File: src/rtl/imm_pkg.sv
// Shared types for the decode-stage immediate generator: format codes,
// legal datapath widths and the output buffer occupancy states.
package imm_pkg;

  localparam int XLEN_32 = 32;
  localparam int XLEN_64 = 64;

  typedef enum logic [2:0] {
    IMM_I     = 3'b000,
    IMM_S     = 3'b001,
    IMM_B     = 3'b010,
    IMM_J     = 3'b011,
    IMM_U     = 3'b100,
    IMM_SHAMT = 3'b101,
    IMM_ZIMM  = 3'b110,
    IMM_RSVD  = 3'b111
  } imm_src_e;

  typedef enum logic [1:0] {
    ST_EMPTY = 2'd0,
    ST_ONE   = 2'd1,
    ST_FULL  = 2'd2
  } pipe_state_e;

  function automatic bit xlen_legal(input int xlen);
    return (xlen == XLEN_32) || (xlen == XLEN_64);
  endfunction

endpackage

File: src/rtl/imm_decode.sv
// Combinational immediate decoder: picks the format fields out of the
// instruction and sign- or zero-extends them to XLEN.
module imm_decode
  import imm_pkg::*;
#(
  parameter int XLEN = 32
) (
  input  logic [31:7]     Instr,
  input  logic [2:0]      ImmSrc,
  output logic [XLEN-1:0] ImmExt,
  output logic            ImmErr
);

  imm_src_e    src;
  logic [31:0] raw;
  logic        sext;

  assign src = imm_src_e'(ImmSrc);

  // raw is the 32-bit form; sext says whether bit 31 extends past 32 bits.
  always_comb begin
    raw    = '0;
    sext   = 1'b0;
    ImmErr = 1'b0;
    case (src)
      IMM_I: begin
        raw  = {{20{Instr[31]}}, Instr[31:20]};
        sext = 1'b1;
      end
      IMM_S: begin
        raw  = {{20{Instr[31]}}, Instr[31:25], Instr[11:7]};
        sext = 1'b1;
      end
      IMM_B: begin
        raw  = {{19{Instr[31]}}, Instr[31], Instr[7], Instr[30:25], Instr[11:8], 1'b0};
        sext = 1'b1;
      end
      IMM_J: begin
        raw  = {{11{Instr[31]}}, Instr[31], Instr[19:12], Instr[20], Instr[30:21], 1'b0};
        sext = 1'b1;
      end
      IMM_U: begin
        raw  = {Instr[31:12], 12'b0};
        sext = 1'b1;
      end
      IMM_SHAMT: begin
        raw = (XLEN == XLEN_64) ? {26'b0, Instr[25:20]} : {27'b0, Instr[24:20]};
      end
      IMM_ZIMM: begin
        raw = {27'b0, Instr[19:15]};
      end
      IMM_RSVD: begin
        ImmErr = 1'b1;
      end
      default: begin
        ImmErr = 1'b1;
      end
    endcase
  end

  if (XLEN == XLEN_64) begin : g_x64
    assign ImmExt = {{32{sext & raw[31]}}, raw};
  end else begin : g_x32
    assign ImmExt = raw;
  end

endmodule

File: src/rtl/imm_extend_pipe.sv
// Registered immediate generator with valid/ready flow control and a
// two-entry (main + skid) output buffer for full throughput under stall.
module imm_extend_pipe
  import imm_pkg::*;
#(
  parameter int XLEN  = 32,
  parameter int TAG_W = 5
) (
  input  logic             clk,
  input  logic             rst,
  input  logic             InValid,
  output logic             InReady,
  input  logic [31:7]      Instr,
  input  logic [2:0]       ImmSrc,
  input  logic [TAG_W-1:0] InTag,
  output logic             OutValid,
  input  logic             OutReady,
  output logic [XLEN-1:0]  ImmExt,
  output logic [TAG_W-1:0] OutTag,
  output logic             ImmErr,
  output pipe_state_e      DbgState
);

  // Handshake: an item moves on a side only in a cycle where that side's
  // valid and ready are both high at the rising edge; ready never depends
  // combinationally on the opposite side's signals.

  typedef struct packed {
    logic [XLEN-1:0]  imm;
    logic             err;
    logic [TAG_W-1:0] tag;
  } item_t;

  pipe_state_e     state_q, state_d;
  item_t           main_q, main_d;
  item_t           skid_q, skid_d;
  item_t           in_item;
  logic [XLEN-1:0] dec_imm;
  logic            dec_err;
  logic            accept;
  logic            xfer;

  imm_decode #(.XLEN(XLEN)) u_decode (
    .Instr  (Instr),
    .ImmSrc (ImmSrc),
    .ImmExt (dec_imm),
    .ImmErr (dec_err)
  );

  assign in_item  = {dec_imm, dec_err, InTag};
  assign InReady  = (state_q != ST_FULL) & ~rst;
  assign OutValid = (state_q != ST_EMPTY);
  assign accept   = InValid & InReady;
  assign xfer     = OutValid & OutReady;

  assign ImmExt   = main_q.imm;
  assign ImmErr   = main_q.err;
  assign OutTag   = main_q.tag;
  assign DbgState = state_q;

  always_comb begin
    state_d = state_q;
    main_d  = main_q;
    skid_d  = skid_q;
    case (state_q)
      ST_EMPTY: begin
        if (accept) begin
          main_d  = in_item;
          state_d = ST_ONE;
        end
      end
      ST_ONE: begin
        if (accept && xfer) begin
          main_d = in_item;
        end else if (accept) begin
          skid_d  = in_item;
          state_d = ST_FULL;
        end else if (xfer) begin
          state_d = ST_EMPTY;
        end
      end
      ST_FULL: begin
        if (xfer) begin
          main_d  = skid_q;
          state_d = ST_ONE;
        end
      end
      default: begin
        state_d = ST_EMPTY;
      end
    endcase
  end

  always_ff @(posedge clk or posedge rst) begin
    if (rst) begin
      state_q <= ST_EMPTY;
      main_q  <= '0;
      skid_q  <= '0;
    end else begin
      state_q <= state_d;
      main_q  <= main_d;
      skid_q  <= skid_d;
    end
  end

endmodule

File: config.mk
export PLATFORM = sky130hd
export DESIGN_NAME = imm_extend_pipe
export DESIGN_NICKNAME = d
export VERILOG_FILES = /design/src/rtl/imm_pkg.sv /design/src/rtl/imm_decode.sv /design/src/rtl/imm_extend_pipe.sv
export SDC_FILE = /design/constraint.sdc
export NUM_CORES = 1
export LEC_CHECK = 0
export CORE_AREA = 10 10 126 99
export CTS_CLUSTER_DIAMETER = 60
export CTS_CLUSTER_SIZE = 40
export DETAILED_ROUTE_END_ITERATION = 10
export DIE_AREA = 0 0 136 109
export GPL_TIMING_DRIVEN = 0
export PLACE_DENSITY = 0.62
export REMOVE_ABC_BUFFERS = 1
export SYNTH_ARGS = -nofsm -noshare
export SYNTH_HDL_FRONTEND = slang
export SYNTH_SLANG_ARGS = --single-unit
export TNS_END_PERCENT = 100
File: constraint.sdc
create_clock -name clk -period 4.55 [get_ports clk]
set_input_delay 0.91 -clock clk [delete_from_list [all_inputs] [get_ports clk]]
set_output_delay 0.91 -clock clk [all_outputs]
set_load 0.03 [all_outputs]
==> results of run 1 <==
[state kept, by name (all words and copies together) (netlist names)]
register,flops
ImmExt,32
DbgState,2
ImmErr,1
skid_q,38
OutTag,5
[cells by family (layout without fill, tap and decap cells)]
family	Yosys count	after routing	share of synthesized area, %
simple gates	117	117	16.4
mux	41	41	12.0
buf+inv	37	101	4.59
compound gates	110	110	16.9
xor+xnor	1	1	0.415
flops	78	78	49.7
[worst register-to-register path: stages (launching register included)]
cell and delay, ps:
dfrtp_1 460, nor2b_2 280, a211oi_4 790, buf_8 270, a211oi_1 80, a21o_1 180
[power by group]
group	internal [W]	switching, W
clock network	0.000514	0.000289
logic	0.000368	0.000429
registers	0.000894	0.000107
[routing by layer]
layer  global-route usage [%]  part of all wire (%)
met5                        0                     0
met4                     2.73                  0.41
met3                     4.73                   6.6
met2                     20.9                    46
met1                     18.0                    47
[final cells by class]
cell class / count / area share, %
multi-input cells: 269 / 35.1
well taps: 136 / 3.29
clock buffers: 12 / 4.97
flip-flops and latches: 78 / 37.8
inverters: 2 / 0.194
clock inverters: 4 / 1.50
repair buffers: 83 / 17.2
[stage by stage]
step | setup WS (ps) | total power, W
4_1_cts | 1050 | 0.00263
6_report | 1050 | 0.00260
3_5_place_dp | 718 | 0.00182
2_1_floorplan | 998 | 0.00147
3_3_place_gp | -877 | 0.00179
5_1_grt | 845 | 0.00274
[cells in the final DEF, fill, tap and decap left out, types with 3 or more instances in the layout]
cell type         n
mux2i_1          23
nand4_1           7
nand4bb_1         3
mux2_2            7
o21ai_0          14
nor2b_1           3
mux2_4           10
clkbuf_16         9
dfrtp_1          78
nand2b_1         11
or4bb_1           4
nand2_1          48
a31oi_1           4
nor2_1           21
clkdlybuf4s50_1  78
a22oi_1           5
a211oi_1         12
a21o_1           12
o21ai_1          33
nand4b_1          7
a21oi_1          20
[path summary, 6_finish.rpt]
| kind | end | cells past startpoint |
|---|---|---|
| worst min register to register | ImmExt[30] | 1 |
| max in group asynchronous | ImmExt[9] | 3 |
| worst min-delay path | ImmExt[30] | 1 |
| worst max register to register | ImmExt[28] | 5 |
| min in group asynchronous | DbgState[0] | 2 |
| worst max-delay path | ImmExt[18] | 5 |
==> results.json, run 1 <==
{
  "status": "finished clean",
  "synthTopCellsByArea": "dfrtp_1, mux2i_1, nand2_1",
  "rr_startpoint": "DbgState[1]",
  "core_area_um2": 10000,
  "wl_per_cell_um": 17.1,
  "crit_type": "in2reg",
  "dp_hpwl_um": 6780,
  "post_cts_resized": 0,
  "fin_skew_ps": 8.14,
  "path_buf_inv": 1,
  "syn_area_um2": 3930,
  "synth_edf_count": 0,
  "p_leak_nw": 2.35,
  "crit_fanout": 36,
  "holdWs_ps": 473,
  "gr-total-overflow": 0,
  "cts_made_buffers": 9,
  "tightest_slew_ps": 1200,
  "die_h_um": 109,
  "insertion_delay_ps": 330,
  "crit_path_start_kind": "input port",
  "crit_path_top_delay_cell": "clkdlybuf4s50_1",
  "ctsHtreeMaxLevel": 3,
  "async_flop_share_pct": 100,
  "reg2reg_slack_ps": 2380,
  "place_area_um2": 4830,
  "hold_path_class": "reg2reg",
  "drtIter0Drc": 196,
  "rsz0062_at_grt": "no",
  "routed_wl_um": 9970,
  "endpoint_kind": "register",
  "ir_worst_vdd_mv": 0.341,
  "synth_common_cells": "dfrtp_1, nand2_1, o21ai_1",
  "crit_chain": "clkdlybuf4s50_1 -> nor3b_2 -> o21bai_1 -> a221oi_1 -> o31ai_1",
  "syn_inst": 384,
  "finalWeightedCongestion": 0.732,
  "viasPerCell": 5.20,
  "start_util_pct": 39.1,
  "power_density_nw_per_um2": 504,
  "drtAntennaViolNets": 0,
  "timing.slew.headroom_pct": 19.8,
  "fin_nets": 480,
  "synth_area_per_cell_um2": 10.2,
  "crit_path_start": "ImmSrc[2]",
  "ys_types": 45,
  "yosysTopAreaCell": "dfrtp_1",
  "finalSetupViolations": 0,
  "area_delta_synth_final_pct": 31.6,
  "min_from": "ImmExt[30]",
  "netlist.area_leader.share_pct": 49.7,
  "fin_cells": 584,
  "postLayoutCellArea_um2": 5160,
  "regArea_um2": 1950,
  "cts_tree": "built",
  "slew_viol_final": 0,
  "cts_hold_buf": 0,
  "path_delay_family": "buffers and inverters",
  "ys_ff_latch": 78,
  "cp.arrival_ps": 3740,
  "fmax_mhz": 286,
  "required_ps": 4790,
  "grt_pass1_wl_um": 16200,
  "yosysSeqAreaShare_pct": 49.7,
  "track_usage_pct": 13.5,
  "clock-sinks": 78,
  "ys.warnings.count": 0,
  "first_pass_iters": 4,
  "drive_gt1_share_pct": 10.9,
  "ios": 79,
  "drc": 0,
  "clock_path_buffers": 2,
  "antenna_found_initial": 0,
  "fillers": 929,
  "vias": 3039,
  "cts_root_buffer": "clkbuf_16",
  "drv_cap": 0,
  "rows": 32,
  "grt_pass1_vias": 3069,
  "multi_input_area_um2": 1810,
  "utilization_pct": 51.4,
  "grt_max_degree": 65,
  "yosysMostFrequentCell": "dfrtp_1",
  "port_buffers": 78,
  "synth_ff_type": "dfrtp_1",
  "setup_tns_ps": 0,
  "clk_pin_slew_ps": 60,
  "fp.dieArea_um2": 14800,
  "dieWidth_um": 136,
  "final_hold_viol_count": 0,
  "cts_setup_buffers": 0,
  "diodes": 0,
  "max_stage_delay_ps": 1270,
  "placedCellCount": 568,
  "min_period_ps": 3500,
  "finalCritPeriodShare_pct": 77.0
}
(Power assumes the default switching activity.)
==> run 2: changes to the inputs <==
Settings changed: PLACE_DENSITY 0.62 to 0.64.
Clock period 4.55 ns to 2.95 ns, I/O delays scaled along.
==> run 2 against run 1 <==
  * Critical path depth is 2 lower
  * Sequential share of layout area increased by 0.26 points
  * Highest routed layer unchanged
  * Worst hold slack better by 2.0 ps
  * Non-clock buffer count is the same
  * Critical endpoint is now InReady
  * Routed wire length grew 1.8%
  * First-iteration DRC count fell by 14%
  * Sequential power rose by 55%
  * Clock skew shrank 3.3 ps
  * Setup slack worse by 950 ps
  * Design area fell by 0.68%
  * Clock-buffer cell count is 3 lower
==> results.json, run 2 (synthesis gave the netlist of run 1 again) <==
{
  "finalCritPeriodShare_pct": 96.6,
  "min_from": "ImmExt[28]",
  "internal_power_w": 0.00253,
  "timing.slew.headroom_pct": 24.9,
  "insertion_delay_ps": 340,
  "cts_tree": "built",
  "fmax_mhz": 351,
  "routed_wl_um": 10200,
  "dp_hpwl_um": 6980,
  "rr_startpoint": "DbgState[1]",
  "dp_slack_ps": -521,
  "gr-total-overflow": 0,
  "slew_viol_final": 0,
  "area_delta_synth_final_pct": 30.7,
  "diodes": 0,
  "crit_path_top_delay_cell": "nor2b_2",
  "power_density_nw_per_um2": 748,
  "rsz0062_at_grt": "no",
  "reg2reg_slack_ps": 610,
  "core_area_um2": 10000,
  "p_leak_nw": 2.33,
  "fin_skew_ps": 4.82,
  "grt_pass1_vias": 3101,
  "final_hold_viol_count": 0,
  "required_ps": 2360,
  "clock-sinks": 78,
  "regMostFlops": "skid_q",
  "wl_per_cell_um": 17.4,
  "tightest_slew_ps": 1130,
  "cp.arrival_ps": 2260,
  "rows": 32,
  "antenna_found_initial": 0,
  "start_util_pct": 39.1,
  "dieWidth_um": 136,
  "reg2reg_to": "ImmExt[11]",
  "crit_fanout": 15,
  "largest_reg_flops": 38,
  "clk_pin_slew_ps": 60,
  "drive_gt1_share_pct": 11.4,
  "finalWeightedCongestion": 0.742,
  "finalWorstSetupSlack_ps": 100,
  "drv_cap": 0,
  "hold-path-endpoint": "ImmExt[28]",
  "track_usage_pct": 14.2,
  "fp.dieArea_um2": 14800,
  "grt_pass1_wl_um": 16700,
  "max_stage_delay_ps": 740,
  "fin_nets": 480,
  "port_buffers": 78,
  "finalSetupViolations": 0,
  "sw_frac_of_total_pct": 34.1,
  "r2r_cells": 5,
  "cts_made_buffers": 9,
  "ios": 79,
  "clock_path_buffers": 2,
  "grt_max_degree": 65,
  "endpoint_kind": "output port",
  "drc": 0,
  "viasPerCell": 5.22,
  "p_seq_share_pct": 40.3,
  "ctsHtreeMaxLevel": 3,
  "power_frac_comb_pct": 32.3,
  "p_sw_w": 0.00131,
  "fillers": 936,
  "final_cell_mix": "dfrtp_1, clkdlybuf4s50_1, nand2_1, o21ai_1, mux2i_1",
  "min_period_ps": 2850,
  "setup_tns_ps": 0,
  "drtAntennaViolNets": 0,
  "cts_root_buffer": "clkbuf_16",
  "crit_path_start_kind": "register",
  "hold_path_class": "reg2reg",
  "power_frac_clock_pct": 27.5,
  "drtIter0Drc": 169,
  "die_h_um": 109,
  "ir_worst_vdd_mv": 0.337,
  "vias": 3049,
  "crit_chain": "nor2b_2 -> nor2_1 -> clkdlybuf4s50_1",
  "crit_type": "reg2out",
  "status": "finished clean",
  "final_common_cell": "dfrtp_1",
  "hold-path-cell-count": 1,
  "first_pass_iters": 4
}
## run 2: cell count changes in the layout (fill, tap and decap cells not counted), sizes merged
cell           before  now
bufinv              2    0
clkbuf             12    9
clkdlybuf4s15       0    1
clkdlybuf4s50      78   77
clkinv              1    2
clkinvlp            0    3
inv                 3    4
## run 2: per-stage QoR
step | utilization (%) | area (µm²) | power (W) | hold slack (ps) | std cells
final | 51.0 | 5130 | 0.00384 | 475 | 584
after detailed placement | 48.1 | 4840 | 0.00282 | 467 | 568
after CTS | 50.9 | 5120 | 0.00389 | 481 | 584
after global placement | 46.8 | 4700 | 0.00275 | 459 | 563
after floorplan | - | 3750 | 0.00227 | 447 | 349
after global routing | 51.0 | 5130 | 0.00407 | 502 | 584
## run 2: cell type report
class	count	area [µm²]	share of cell area [%]
clock buffers	9	225	4.39
clock inverters	7	57.6	1.12
inverters	2	10.0	0.195
multi-input cells	269	1820	35.5
flip-flops and latches	78	1950	38.0
well taps	136	170	3.32
repair buffers	83	893	17.4
## run 2: how the worst max path moves through the flow
| stage | start | endpoint | slack (ps) | cells after the start |
|---|---|---|---|---|
| finish | DbgState[1] | InReady | 100 | 3 |
| global route | DbgState[1] | InReady | 5 | 3 |
| CTS | DbgState[1] | InReady | 70 | 3 |
| detailed placement | ImmSrc[2] | ImmExt[18] | -520 | 5 |
| global placement | OutReady | ImmExt[0] | -2170 | 4 |
| floorplan | DbgState[1] | ImmExt[0] | -500 | 3 |
## run 2: layer usage
| metal | track usage, % | wire [µm] | vias to the layer above |
|---|---|---|---|
| met4 | 4.25 | 116 | 0 |
| met5 | 0 | 0 | - |
| met1 | 19.5 | 4910 | 1483 |
| li1 | - | - | 1485 |
| met2 | 20.8 | 4520 | 69 |
| met3 | 4.60 | 614 | 12 |
## run 2: power groups by stage
stage	clock network (W)	registers, W	logic (W)
floorplan	0	0.00182	0.000453
global placement	0	0.00155	0.00120
detailed placement	0	0.00156	0.00125
CTS	0.00108	0.00155	0.00126
global route	0.00113	0.00159	0.00135
finish	0.00105	0.00155	0.00124
## run 2: worst max-delay path: cells and delay by family, from the launching register on
family	cells	cell delay, ps
simple gates	2	810
buf+inv	1	620
flops	1	480
## run 2: what timing repair did
action,4_1_cts,5_1_grt
hold buffers,0,0
setup endpoints to repair,13,6
resized for setup,1,3
buffers inserted,0,0
==> run 3: changes to the inputs <==
Settings changed: CORE_AREA 10 10 126 99 to 10 10 95 131, DIE_AREA 0 0 136 109 to 0 0 105 141.
==> run 3 against run 2 <==
  * First-iteration DRC count shrank 44%
  * Final cell count grew 0.68%
  * Clock-buffer cell count is the same
  * Sequential power is essentially flat
==> results.json, run 3 (synthesis gave the netlist of run 1 again) <==
{
  "status": "finished clean",
  "p_seq_share_pct": 39.8,
  "insertion_delay_ps": 330,
  "cp.arrival_ps": 2110,
  "final_common_cell": "dfrtp_1",
  "fin_cells": 588,
  "power_frac_clock_pct": 28.4,
  "regMostFlops": "skid_q",
  "routed_wl_um": 9440,
  "clk_pin_slew_ps": 60,
  "p_sw_w": 0.00126,
  "internal_power_w": 0.00261,
  "drc": 0,
  "fin_skew_ps": 4.41,
  "cts_hold_buf": 0,
  "viasPerCell": 5.11,
  "fp.dieArea_um2": 14800,
  "slew_viol_final": 0,
  "cts_tree": "built",
  "final_cell_mix": "dfrtp_1, clkdlybuf4s50_1, nand2_1, o21ai_1, mux2i_1",
  "max_stage_delay_ps": 620,
  "largest_reg_flops": 38,
  "tightest_slew_ps": 935,
  "crit_path_top_delay_cell": "nor2b_2",
  "crit_type": "reg2out",
  "wl_per_cell_um": 16.0,
  "crit_path_start_kind": "register",
  "grt_pass1_wl_um": 16000,
  "path_buf_inv": 1,
  "fin_nets": 482,
  "gr-total-overflow": 0,
  "antenna_found_initial": 0,
  "crit_fanout": 15,
  "final_hold_viol_count": 0,
  "timing.slew.headroom_pct": 37.5,
  "fillers": 969,
  "endpoint_kind": "output port",
  "ios": 79,
  "finalWeightedCongestion": 0.816,
  "finalSetupViolations": 0,
  "sw_frac_of_total_pct": 32.6,
  "path_delay_family": "simple AND/OR/NAND/NOR gates",
  "drive_gt1_share_pct": 12.0,
  "drtAntennaViolNets": 0,
  "clock-sinks": 78,
  "required_ps": 2360,
  "grt_pass1_vias": 3077,
  "crit_chain": "nor2b_2 -> nor2_1 -> clkdlybuf4s50_1",
  "finalCritPeriodShare_pct": 91.6,
  "grt_max_degree": 49,
  "ir_worst_vdd_mv": 0.374,
  "dp_hpwl_um": 6880,
  "core_area_um2": 10100,
  "power_frac_comb_pct": 31.9,
  "p_leak_nw": 2.35,
  "reg2reg_slack_ps": 750,
  "start_util_pct": 38.7,
  "die_h_um": 141,
  "track_usage_pct": 13.3,
  "drtIter0Drc": 94,
  "placedCellCount": 572,
  "min_period_ps": 2700,
  "cts_made_buffers": 9,
  "setup_tns_ps": 0,
  "drv_cap": 0,
  "power_density_nw_per_um2": 751,
  "rows": 44,
  "hold_path_class": "reg2reg",
  "vias": 3006,
  "cts_root_buffer": "clkbuf_16",
  "dieWidth_um": 105,
  "ctsHtreeMaxLevel": 3,
  "first_pass_iters": 4,
  "clock_path_buffers": 2,
  "area_delta_synth_final_pct": 31.3,
  "diodes": 0,
  "rsz0062_at_grt": "no",
  "fmax_mhz": 370,
  "port_buffers": 78
}
## run 3: cell types whose count changed in the layout (fill, tap and decap cells not counted), sizes merged
cell / delta
buf: +2
bufinv: +1
clkbuf: +1
clkdlybuf4s15: -1
clkinvlp: -1
## run 3: through the flow
step | power [W] | util, % | worst slack (ps) | hold WS (ps) | cell area [µm²]
after floorplan | 0.00227 | - | -500 | 447 | 3750
after global placement | 0.00275 | 46.5 | -2100 | 458 | 4710
after detailed placement | 0.00281 | 47.9 | -470 | 466 | 4850
after CTS | 0.00393 | 50.8 | 162 | 480 | 5150
after global routing | 0.00410 | 50.9 | 65.8 | 503 | 5150
final | 0.00387 | 50.9 | 247 | 473 | 5150
## run 3: power by group through the flow
stage	combinational [W]	sequential [W]	clock (W)
6_report	0.00123	0.00154	0.00110
5_1_grt	0.00134	0.00159	0.00117
4_1_cts	0.00126	0.00154	0.00113
3_5_place_dp	0.00126	0.00156	0
3_3_place_gp	0.00121	0.00154	0
2_1_floorplan	0.000453	0.00182	0
## run 3: final cells by class
type | count | area, µm² | area share, %
multi-input cells | 269 | 1820 | 35.3
inverters | 2 | 10.0 | 0.194
well taps | 138 | 173 | 3.35
repair buffers | 85 | 903 | 17.5
flip-flops and latches | 78 | 1950 | 37.9
clock inverters | 7 | 72.6 | 1.41
clock buffers | 9 | 225 | 4.37
## run 3: final timing paths
check,from,to,cells after the start
max,DbgState[1],InReady,3
max in group asynchronous,rst,OutTag[1],3
max reg2reg,DbgState[0],skid_q[17],5
min in group asynchronous,rst,skid_q[4],2
min reg2reg,ImmExt[21],ImmExt[21],1
min,ImmExt[21],ImmExt[21],1
## run 3: worst register-to-register path: stages, from the launching register on
cell	delay, ps
dfrtp_1	440
nor2b_1	200
or3b_2	770
buf_12	290
a2111oi_0	320
a21o_1	130
## run 3: what timing repair did
action / 4_1_cts / 5_1_grt
setup buffers: 0 / 0
resized for setup: 1 / 4
hold endpoints to repair: 0 / 0
pin swaps: 0 / 0
endpoints found under the setup margin: 13 / 12
## run 3: routing by layer
metal | vias up | track usage, % | part of all wire (%)
li1 | 1495 | - | -
met1 | 1428 | 15.7 | 44
met2 | 69 | 22.1 | 49
met3 | 14 | 3.74 | 4.9
met4 | 0 | 5.58 | 1.9
met5 | - | 0 | 0
